$ cat config.mk
export PLATFORM = sky130hd
export DESIGN_NAME = reg_bank_ctrl
export DESIGN_NICKNAME = d
export VERILOG_FILES = /design/src/rtl/reg_bank_ctrl.sv
export SDC_FILE = /design/constraint.sdc
export NUM_CORES = 1
export LEC_CHECK = 0
export CAP_MARGIN = 20
export CORE_MARGIN = 5
export CORE_UTILIZATION = 49
export DETAILED_ROUTE_END_ITERATION = 8
export PLACE_DENSITY = 0.86
export SETUP_SLACK_MARGIN = 0.3
export SLEW_MARGIN = 25
export SYNTH_ARGS = -nofsm -noshare
export SYNTH_HDL_FRONTEND = slang
export SYNTH_SLANG_ARGS = --single-unit
$ cat constraint.sdc
create_clock -name clock -period 3.1 [get_ports clock]
set_clock_uncertainty 0.05 [all_clocks]
set_input_delay 0.31 -clock clock [delete_from_list [all_inputs] [get_ports clock]]
set_output_delay 0.31 -clock clock [all_outputs]
set_load 0.05 [all_outputs]
$ cat src/rtl/reg_bank_ctrl.sv
// Command-driven initiator for the 16x64 complex register bank: turns single
// commands into write/read port sequences and returns one response per command.
//
// state | meaning
// IDLE  | ready for a command
// WR    | bank write pulse for WRITE
// RD    | bank output-register load pulse (READ, COPY)
// RDW   | bank output registers valid, capture them
// CPWR  | bank write pulse carrying the copied value
// RESP  | response held until rsp_ready
module reg_bank_ctrl #(
  parameter int CNT_W = 16
) (
  input  logic             clock,
  input  logic             reset,
  input  logic             cmd_valid,
  output logic             cmd_ready,
  input  logic [1:0]       cmd_op,
  input  logic [3:0]       cmd_dst,
  input  logic [3:0]       cmd_srcA,
  input  logic [3:0]       cmd_srcB,
  input  logic [1:0]       cmd_end,
  input  logic [63:0]      cmd_data,
  output logic             rsp_valid,
  input  logic             rsp_ready,
  output logic [63:0]      rsp_dataA,
  output logic [63:0]      rsp_dataB,
  output logic             rsp_err,
  output logic [CNT_W-1:0] done_cnt,
  output logic             rb_regwen,
  output logic [63:0]      rb_inA,
  output logic [3:0]       rb_selwreg,
  output logic [1:0]       rb_endwreg,
  output logic [3:0]       rb_seloutA,
  output logic [3:0]       rb_seloutB,
  output logic             rb_cnstA,
  output logic             rb_cnstB,
  output logic             rb_enrregA,
  output logic             rb_enrregB,
  input  logic [63:0]      rb_outA,
  input  logic [63:0]      rb_outB
);

  localparam logic [1:0] OP_WRITE = 2'b00;
  localparam logic [1:0] OP_READ  = 2'b01;
  localparam logic [1:0] OP_COPY  = 2'b10;

  typedef enum logic [2:0] {IDLE, WR, RD, RDW, CPWR, RESP} state_t;

  state_t      state;
  logic [1:0]  op_q;
  logic [3:0]  dst_q;
  logic [1:0]  end_q;
  logic [63:0] cap_a;

  // Constant selects are never used by this initiator.
  assign rb_cnstA = 1'b0;
  assign rb_cnstB = 1'b0;

  always_ff @(posedge clock or negedge reset) begin
    if (!reset) begin
      state      <= IDLE;
      op_q       <= '0;
      dst_q      <= '0;
      end_q      <= '0;
      cap_a      <= '0;
      cmd_ready  <= 1'b0;
      rsp_valid  <= 1'b0;
      rsp_dataA  <= '0;
      rsp_dataB  <= '0;
      rsp_err    <= 1'b0;
      done_cnt   <= '0;
      rb_regwen  <= 1'b0;
      rb_inA     <= '0;
      rb_selwreg <= '0;
      rb_endwreg <= '0;
      rb_seloutA <= '0;
      rb_seloutB <= '0;
      rb_enrregA <= 1'b0;
      rb_enrregB <= 1'b0;
    end else begin
      case (state)
        IDLE: begin
          cmd_ready <= 1'b1;
          if (cmd_valid && cmd_ready) begin
            cmd_ready <= 1'b0;
            op_q      <= cmd_op;
            dst_q     <= cmd_dst;
            end_q     <= cmd_end;
            case (cmd_op)
              OP_WRITE: begin
                state      <= WR;
                rb_regwen  <= 1'b1;
                rb_inA     <= cmd_data;
                rb_selwreg <= cmd_dst;
                rb_endwreg <= cmd_end;
              end
              OP_READ: begin
                state      <= RD;
                rb_enrregA <= 1'b1;
                rb_enrregB <= 1'b1;
                rb_seloutA <= cmd_srcA;
                rb_seloutB <= cmd_srcB;
              end
              OP_COPY: begin
                state      <= RD;
                rb_enrregA <= 1'b1;
                rb_seloutA <= cmd_srcA;
              end
              default: begin
                state     <= RESP;
                rsp_valid <= 1'b1;
                rsp_err   <= 1'b1;
                rsp_dataA <= '0;
                rsp_dataB <= '0;
              end
            endcase
          end
        end
        WR: begin
          rb_regwen <= 1'b0;
          state     <= RESP;
          rsp_valid <= 1'b1;
          rsp_err   <= 1'b0;
          rsp_dataA <= '0;
          rsp_dataB <= '0;
        end
        RD: begin
          rb_enrregA <= 1'b0;
          rb_enrregB <= 1'b0;
          state      <= RDW;
        end
        RDW: begin
          // Bank output registers were loaded at the end of RD and are valid now.
          if (op_q == OP_COPY) begin
            cap_a      <= rb_outA;
            state      <= CPWR;
            rb_regwen  <= 1'b1;
            rb_inA     <= rb_outA;
            rb_selwreg <= dst_q;
            rb_endwreg <= end_q;
          end else begin
            state     <= RESP;
            rsp_valid <= 1'b1;
            rsp_err   <= 1'b0;
            rsp_dataA <= rb_outA;
            rsp_dataB <= rb_outB;
          end
        end
        CPWR: begin
          rb_regwen <= 1'b0;
          state     <= RESP;
          rsp_valid <= 1'b1;
          rsp_err   <= 1'b0;
          rsp_dataA <= cap_a;
          rsp_dataB <= '0;
        end
        RESP: begin
          if (rsp_ready) begin
            state     <= IDLE;
            rsp_valid <= 1'b0;
            rsp_err   <= 1'b0;
            rsp_dataA <= '0;
            rsp_dataB <= '0;
            cmd_ready <= 1'b1;
            done_cnt  <= done_cnt + 1'b1;
          end
        end
        default: state <= IDLE;
      endcase
    end
  end

endmodule
==> run summary <==
For the final routed database, the setup TNS stands at 0 ns. The pin count of the biggest net entering global routing came out at 75. The first-pass GRT wire length came out at 57500 um. The net total in the final layout is 1524.

The share of post-route cells with drive strength above 1 is 27.1%. Counting flops and latches in the post-synthesis netlist gives 303. The mux contribution to synthesized area came out at 24.8%. The boundary pin count came out at 442.

The share of the cycle needed by the critical path after routing is 80.0%. Across all layers, the routed design uses 9138 vias. The share of synthesized registers carrying an async set or reset came out at 100%. The total of fill cells in the finished design is 1659. The number of DRC violations after detailed routing came out at 0. The signed area change from the synthesized netlist to the final layout is 46.0%.

The biggest cell delay along the critical path is 0.74 ns. Counting flops with a built-in enable in the synthesized netlist gives 0. The synthesized netlist devotes less than 1% of its cell area to adder and majority cells. TritonCTS built the clock tree. The clock net in this run drives a total of between 300 and 400 sinks.

The run finished with clean final reports. The total count of max-transition violations in the final report came out at 0. The count of final hold-check violations came to 0. The standby leakage power came out at around 8.3 nW.

The floorplan step defined a die boundary enclosing between 20000 and 30000 um2. The half-perimeter wire length after detailed placement is between 20000 and 30000 um. The post-detailed-route count of antenna-violating nets is 0. The worst-skew pair later-pin latency is 0.49 ns. The weighted congestion reported at the end of routability-driven placement is 0.855. The core outline area came out at 26000 um2. Clock tree synthesis inserted a total of 34 buffers. The startpoint type of the worst setup path is a flip-flop. The dominant combinational cell family by area after synthesis is multiplexers. Data on the critical path arrives at its endpoint at 2.81 ns. The count of buffers from port buffering came out at 439. The die height is between 150 and 200 um.

The maximum frequency from static timing analysis came out at 403 MHz. The count of synthesis-stage warnings from yosys is 0. The global-route met1 utilization came out at between 20% and 30%.

Of the total synthesized cell area, the portion taken by AND, OR, NAND and NOR gates is under 10%. The setup path with the least slack is of type reg2reg. The layer flagged by global routing as most heavily used is met2. The total global routing overflow is 0. The endpoint required time on the critical path came out at approximately 3.4 ns.

The peak ir drop on the vdd network is 733 uV. The longest clock path from root to sink contains 3 buffers. Leaving out fill and tap cells, the most frequent cell in the layout is clkdlybuf4s50_1. Sorting the synthesized cells by area gives the leading types as dfrtp_1 59%, mux2_2 24%, a22o_1 8.7%.

Setup repair after global routing left no endpoint under its margin. The top-area cell type share of the netlist area came out at 58.9%. The routed wire length came out at about 37000 um. The critical path goes through nand4b_1 -> a21oi_1 -> o21bai_4 -> buf_12 -> mux2_2.

The number of antenna violations at the first check in global routing came out at 1. In this run the tightest slew margin relative to its limit is a little under half. The starting density of the core came out at 49.6%. The depth of the CTS H-tree came out at 2. The synthesized area is 12900 um2. The initialized floorplan defines 59 standard-cell rows. The path class of the tightest hold or removal check is in2async.

The sequential element share of the synthesized area is 58.9%. Summing the areas of all xor and xnor instances in the mapped netlist gives 1.02% of the synthesized area. The global routing usage summed across all routing layers came out at 24.8%. Total power for the finished layout comes to approximately 16 mW. Setup violations remaining at the end of the flow were counted as 0. The routed design could run at a clock period as short as roughly 2.5 ns.

Summing the areas of all compound-gate instances in the mapped netlist gives 9.75% of the synthesized area. At the pin with the least slew margin, the transition time is roughly 0.81 ns. dfrtp_1 takes more of the synthesized area than any other cell. Global routing used 43.6% of the available met2 tracks. The clock root buffer is clkbuf_16. The number of global-route vias before repair came out at 10100. Dividing the detail-routed wire length by the instance count gives 22.5 um. The via density per instance is 5.48. The number of instances in the synthesized netlist came out at 877. The detailed router finished its first iteration with 469 violations. The top flip-flop cell by instance count after synthesis is dfrtp_1.

On the critical path, the stage with the largest delay is an instance of dfrtp_1. Buffers inserted to repair hold after CTS numbered 1. The die is ~170 um wide. In the layout the commonest cells are 438 x clkdlybuf4s50_1, 303 x dfrtp_1, 278 x mux2_2.

The max-cap check violation count came out at 0. The number of gates resized after cts is 0. The count of TritonRoute iterations in the first routing pass came out at 4. The average cell area after synthesis is between 10 and 15 um2. The top fanout value on the critical path came out at 64.

The number of different library cells in the post-synthesis netlist came out at 40. The post-CTS setup repair buffer count is 0. The cell area power density is 825 nW/um2. The clock transition time at the flip-flop clock pins of the worst setup and hold paths came out at 0.06 ns. The element type at the critical path end is a flip-flop. Global routing used 7.84% of the available met3 tracks.
## registers in the layout, summed over array words and instances (netlist names), 2 cells and up
| register | flops |
|---|---|
| op_q | 2 |
| dst_q | 4 |
| rb_selwreg | 4 |
| done_cnt | 16 |
| rb_inA | 64 |
| rsp_dataB | 64 |
| rb_seloutB | 4 |
| end_q | 2 |
| rsp_dataA | 64 |
| rb_seloutA | 4 |
| cap_a | 64 |
| rb_endwreg | 2 |
| state | 3 |
## path summary, 6_finish.rpt
path / from / endpoint / slack (ns) / depth (start not counted)
max in group asynchronous: reset / rb_inA[14] / 1.81 / 3
min reg2reg: done_cnt[15] / done_cnt[15] / 0.44 / 1
min: reset / rsp_dataB[62] / 0.33 / 2
max: state[1] / rsp_dataA[49] / 0.62 / 5
max reg2reg: state[1] / rsp_dataA[49] / 0.62 / 5
min in group clock: rb_outB[20] / rsp_dataB[20] / 0.37 / 2
## cells by family (layout without fill, tap and decap cells)
logic type,count (synthesis),after routing
AOI/OAI and AO/OA,150,150
xor gates and xnor gates,15,15
adders and majority gates,4,4
buffers and inverters,72,526
DFF,303,303
muxes,284,284
other,1,3
and+or+nand+nor,48,48
## routing by layer
| layer | part of all wire (%) | wire length [um] |
|---|---|---|
| met1 | 37 | 13800 |
| met2 | 50 | 18700 |
| met3 | 9.0 | 3380 |
| met4 | 4.2 | 1560 |
| met5 | 0 | 0 |
## critical path, delay by kind of cell, from the launching register on
family	cells	cell delay, ns
AOI/OAI and AO/OA	2	0.49
buffers and inverters	1	0.29
DFF	1	0.74
muxes	1	0.39
and+or+nand+nor	1	0.32
## metrics by stage
stage / hold slack (ns) / std cells / cell area (um2) / util [%] / setup slack, ns
after floorplan: -0.0356 / 878 / 12900 / - / 0.763
after global placement: 0.270 / 1606 / 17700 / 68.0 / 0.447
after detailed placement: 0.286 / 1606 / 17700 / 68.0 / 0.406
after CTS: 0.342 / 1667 / 18800 / 72.4 / 0.657
after global routing: 0.353 / 1668 / 18800 / 72.4 / 0.454
final: 0.325 / 1668 / 18800 / 72.4 / 0.620
## cells in the mapped netlist (all sizes together) (4+ instances only)
cell      n
a21oi    10
a22o    128
and2      4
buf      40
clkbuf   25
dfrtp   303
ha        4
inv       7
mux2    284
nand2    12
nand4     5
nor2      4
nor3      5
o21ai     5
xnor2    11
xor2      4
## where the power goes
group	internal, mW	switching, mW
clock	2.40	1.54
sequential	4.80	0.518
combinational	2.37	3.89
total	9.56	5.95
## area by class of cell
type	count	area [um2]	share of cell area [%]
antenna	1	2.50	0.0133
clock buffer	50	1030	5.50
clock inverter	10	77.6	0.413
inverter	7	26.3	0.140
multi-input combinational	503	4970	26.4
sequential	303	7580	40.3
tap	335	419	2.23
timing repair buffer	459	4690	24.9
Power figures use the tool's default switching activity.
